[src/rtl/instr_queue.sv]
// instr_queue: FWFT circular instruction buffer (enq_*/deq_* handshakes, flush, count), no empty-bypass
module instr_queue #(
  parameter int DEPTH = 8
) (
  input  logic                     clk,
  input  logic                     rst,
  input  logic                     enq_valid,
  input  logic [31:0]              enq_inst,
  input  logic [31:0]              enq_pc,
  input  logic [63:0]              enq_order,
  output logic                     enq_ready,
  output logic                     deq_valid,
  output logic [31:0]              deq_inst,
  output logic [31:0]              deq_pc,
  output logic [63:0]              deq_order,
  input  logic                     deq_ready,
  input  logic                     flush,
  output logic [$clog2(DEPTH):0]   count
);
  localparam int AW = $clog2(DEPTH);
  localparam logic [AW:0] ONE = 1;
  logic [AW:0] head, tail;
  logic [31:0] inst_mem [DEPTH];
  logic [31:0] pc_mem [DEPTH];
  logic [63:0] order_mem [DEPTH];
  logic empty, full, enq_fire, deq_fire;
  always_comb begin
    empty = head == tail;
    full = (head[AW-1:0] == tail[AW-1:0]) && (head[AW] != tail[AW]);
    enq_ready = !full && !flush;
    deq_valid = !empty && !flush;
    enq_fire = enq_valid && enq_ready;
    deq_fire = deq_valid && deq_ready;
    count = tail - head;
    deq_inst = deq_valid ? inst_mem[head[AW-1:0]] : '0;
    deq_pc = deq_valid ? pc_mem[head[AW-1:0]] : '0;
    deq_order = deq_valid ? order_mem[head[AW-1:0]] : '0;
  end
  always_ff @(posedge clk) begin
    if (rst || flush) begin
      head <= '0;
      tail <= '0;
    end else begin
      if (enq_fire) tail <= tail + ONE;
      if (deq_fire) head <= head + ONE;
    end
  end
  always_ff @(posedge clk) begin
    if (enq_fire) begin
      inst_mem[tail[AW-1:0]] <= enq_inst;
      pc_mem[tail[AW-1:0]] <= enq_pc;
      order_mem[tail[AW-1:0]] <= enq_order;
    end
  end
endmodule
[config.mk]
export PLATFORM = sky130hd
export DESIGN_NAME = instr_queue
export DESIGN_NICKNAME = d
export VERILOG_FILES = /design/src/rtl/instr_queue.sv
export SDC_FILE = /design/constraint.sdc
export NUM_CORES = 1
export LEC_CHECK = 0
export CAP_MARGIN = 20
export CORE_ASPECT_RATIO = 0.8
export CORE_MARGIN = 2
export CORE_UTILIZATION = 68
export CTS_CLUSTER_SIZE = 30
export DETAILED_ROUTE_END_ITERATION = 10
export DONT_BUFFER_PORTS = 1
export GPL_ROUTABILITY_DRIVEN = 1
export HOLD_SLACK_MARGIN = 0.02
export PLACE_DENSITY = 0.84
export RECOVER_POWER = 100
export SYNTH_ARGS = -nofsm -noshare
export SYNTH_HDL_FRONTEND = slang
export SYNTH_SLANG_ARGS = --single-unit
[constraint.sdc]
create_clock -name clk -period 33.1 [get_ports clk]
set_input_delay 4.965 -clock clk [delete_from_list [all_inputs] [get_ports clk]]
set_output_delay 4.965 -clock clk [all_outputs]
set_load 0.02 [all_outputs]
==> qor.txt <==
Initial antenna violation count = 0
Routed wire length = 81200 um
Routability congestion estimate from global placement = 0.866
Status = finished, violations left
Htree depth = 3
Die area = 60700 um2
Detailed placement HPWL = 41800 um
Vias = 20000
First-pass GRT wire length = 119000 um
Vias in the first global route = 20100
Total GRT Usage = 26.5%
Vias per std cell = 6.71
First-pass DRT Iterations = 5
# setup viols final = 0
Critical Path, Cell by Cell = a21oi_1 -> clkbuf_1 -> clkbuf_1 -> and3_1
Resized cells post-CTS = 0
Mapped cell area = 39900 um2
Initial DRC count = 2182
EDFF count, synth = 1024
Die H = 221 um
IO Port Bufs = 0
Final Max Slew Viols = 1092
Worst R2R End = order_mem[5][41]$_DFFE_PP_
Max Root-Sink Buffers = 3
Final #Nets = 2275
Area leader, netlist = edfxtp_1
Final period util = 45.2%
FF+latch count, synth = 1035
Worst setup path class = in -> out
RR Startpoint = tail[0]$_SDFFE_PP0P_
Min cycle time layout = 14.96 ns
Clk_skew = 0.0306 ns
# IOs = 267
Total clock sinks = 1035
Fill count = 3098
Hold Slack = 0.591 ns
RSZ-0062 raised after global routing = false
Most frequent CP cell = clkbuf_1
Pwr/cell area = 57.8 nW/um2
Leak = 0.0133 uW
Critical Path RT = 28.13 ns
Clk_lat worst skew = 0.63 ns
Syn Nets = 2269
Post-CTS Setup Inserts = 0
Worst Reg2Reg Path Length in Cells = 9
Fraction of synthesized cell area taken by the top area cell type = 77.0%
Worst Hold End = head[3]$_SDFFE_PP0P_
Area of the multi-input gates = 8300 um2
Min-Delay Path Depth = 2
# DRC = 0
Most used DFF post-synth = edfxtp_1
Detail Route Antenna Nets = 0
Reg-to-reg slack, setup = 23.03 ns
CTS tree = yes
Worst EP arrival = 9.99 ns
Register area = 31000 um2
Layout area overhead = 8.92%
Average size of a mapped cell = 18.7 um2
Hold_buf cts = 0
Setup TNS = 0 ns
Worst-path fanout max = 74
Width of the die = 275 um
Maximum VDD drop = 0.0000572 V
Clock Pin Slew Worst Setup and Hold Paths = 0.06 ns
Setup crit end kind = primary output
FP Rows = 79
Clock buffer count from CTS = 92
Ant. Diodes = 0
Worst path slowest cell = clkbuf_1
Hold Path Class = reg -> reg
Relative slew slack = -533%
Final hold viol count = 0
Yosys cell types = 33
Initial core utilization = 68.7%
CP max stage delay = 2.08 ns
Congestion Overflow GR = 0
FMAX = 66.9 MHz
Post-synthesis sequential area ratio = 77.6%
Largest net degree at the start of global routing = 130
Violations in the final reports = capacitance limit, slew limit
Worst setup SP type = primary input
Clock root buffer = clkbuf_16
Cells after Synth = 2130
Max cap viols = 18
Drt wl/cell = 27.2 um
Worst slew pin tran = 9.50 ns
Most area-consuming cells after synthesis = edfxtp_1 (77%), mux2i_1 (13%), a22oi_1 (4.8%)
Placeable Area = 58100 um2
Worst Hold Launch = head[3]$_SDFFE_PP0P_
Warnings, synthesis = 0
Share of layout cells above drive strength 1 = 6.64%
Async SR Flop Fraction = 0%
## worst max path at each step
stage	from	end	cells after the start
floorplan	flush	inst_mem[0][0]$_DFFE_PP_	2
global placement	flush	deq_order[7]	3
detailed placement	flush	deq_order[5]	3
CTS	flush	deq_order[18]	3
global route	flush	deq_order[18]	4
finish	flush	deq_pc[29]	4
## sequential cells by signal, summed over array words and instances (netlist names), named ones only
name,count
inst_mem,256
head,4
tail,4
order_mem,512
pc_mem,256
## placed cells by master (no fill, tap or decap), drive strengths merged
| master | Yosys | routed |
|---|---|---|
| ha | 5 | 5 |
| xor2 | 2 | 2 |
| o211a | 2 | 2 |
| buf | 68 | 18 |
| nor3 | 4 | 4 |
| nor4 | 2 | 2 |
| or3 | 1 | 1 |
| a2111oi | 1 | 1 |
| a21oi | 5 | 5 |
| clkinvlp | 0 | 4 |
| edfxtp | 1024 | 1024 |
| fa | 1 | 1 |
| mux2i | 513 | 513 |
| a22oi | 256 | 256 |
| nand3 | 5 | 5 |
| a21o | 2 | 2 |
| clkinv | 0 | 31 |
| dfxtp | 11 | 11 |
| bufinv | 0 | 8 |
| nor2b | 4 | 4 |
| or2 | 1 | 1 |
| and2 | 1 | 1 |
| and3 | 129 | 129 |
| inv | 8 | 12 |
| clkbuf | 61 | 148 |
| xnor2 | 7 | 7 |
| o21ai | 3 | 3 |
| nand2 | 4 | 4 |
| nor2 | 10 | 10 |
## Yosys cell counts (all sizes together), types with 2 or more instances
library cell / instances
clkbuf: 61
a21o: 2
edfxtp: 1024
ha: 5
nor4: 2
o21ai: 3
a22oi: 256
nor2b: 4
a21oi: 5
xor2: 2
nor3: 4
mux2i: 513
dfxtp: 11
and3: 129
nor2: 10
nand3: 5
o211a: 2
nand2: 4
inv: 8
buf: 68
xnor2: 7
## metrics by stage
stage          area, um2  power (uW)  instances  setup slack (ns)  util, %
2_1_floorplan      39900        1500       2130             14.99        -
5_1_grt            43500        2580       2983             17.84     74.8
6_report           43500        2510       2983             18.14     74.8
4_1_cts            43600        2520       2978             21.03     75.0
3_3_place_gp       40600        1510       2806             21.25     69.9
3_5_place_dp       40600        1510       2806             21.07     69.9
## per-layer routing
metal | GRT usage [%] | routed length (um) | vias up
met2 | 43.5 | 40700 | 965
met3 | 6.09 | 7200 | 136
li1 | - | - | 8632
met5 | 0 | 0 | -
met1 | 35.7 | 31400 | 10300
met4 | 9.08 | 1900 | 0
## final cells by class
| class | count | share of cell area (%) |
|---|---|---|
| sequential | 1035 | 71.2 |
| multi-input combinational | 958 | 19.1 |
| clock buffer | 125 | 5.70 |
| tap | 769 | 2.21 |
| clock inverter | 47 | 1.02 |
| timing repair buffer | 41 | 0.676 |
| inverter | 8 | 0.0691 |
## cells by family (layout without fill, tap and decap cells)
| group | after synthesis | count (layout) | share of synthesized area [%] |
|---|---|---|---|
| XOR/XNOR | 9 | 9 | 0.216 |
| AO/OA/AOI/OAI | 269 | 269 | 5.09 |
| AND/OR/NAND/NOR | 161 | 161 | 2.41 |
| flip-flops | 1035 | 1035 | 77.6 |
| buffers and inverters | 137 | 221 | 1.63 |
| multiplexers | 513 | 513 | 12.9 |
| adder cells (fa/ha/maj) | 6 | 6 | 0.207 |
## critical path: cells and delay by family
kind            cells  cell delay (ns)
simple gates        1             0.58
buf+inv             2             3.33
compound gates      1             0.96
## power breakdown
part | switching [uW] | leakage, uW | internal [uW]
combinational | 20.1 | 0.00252 | 7.12
clock | 444 | 0.00141 | 589
sequential | 2.45 | 0.00934 | 1450
Note: power is estimated with default switching activity, not from simulation.
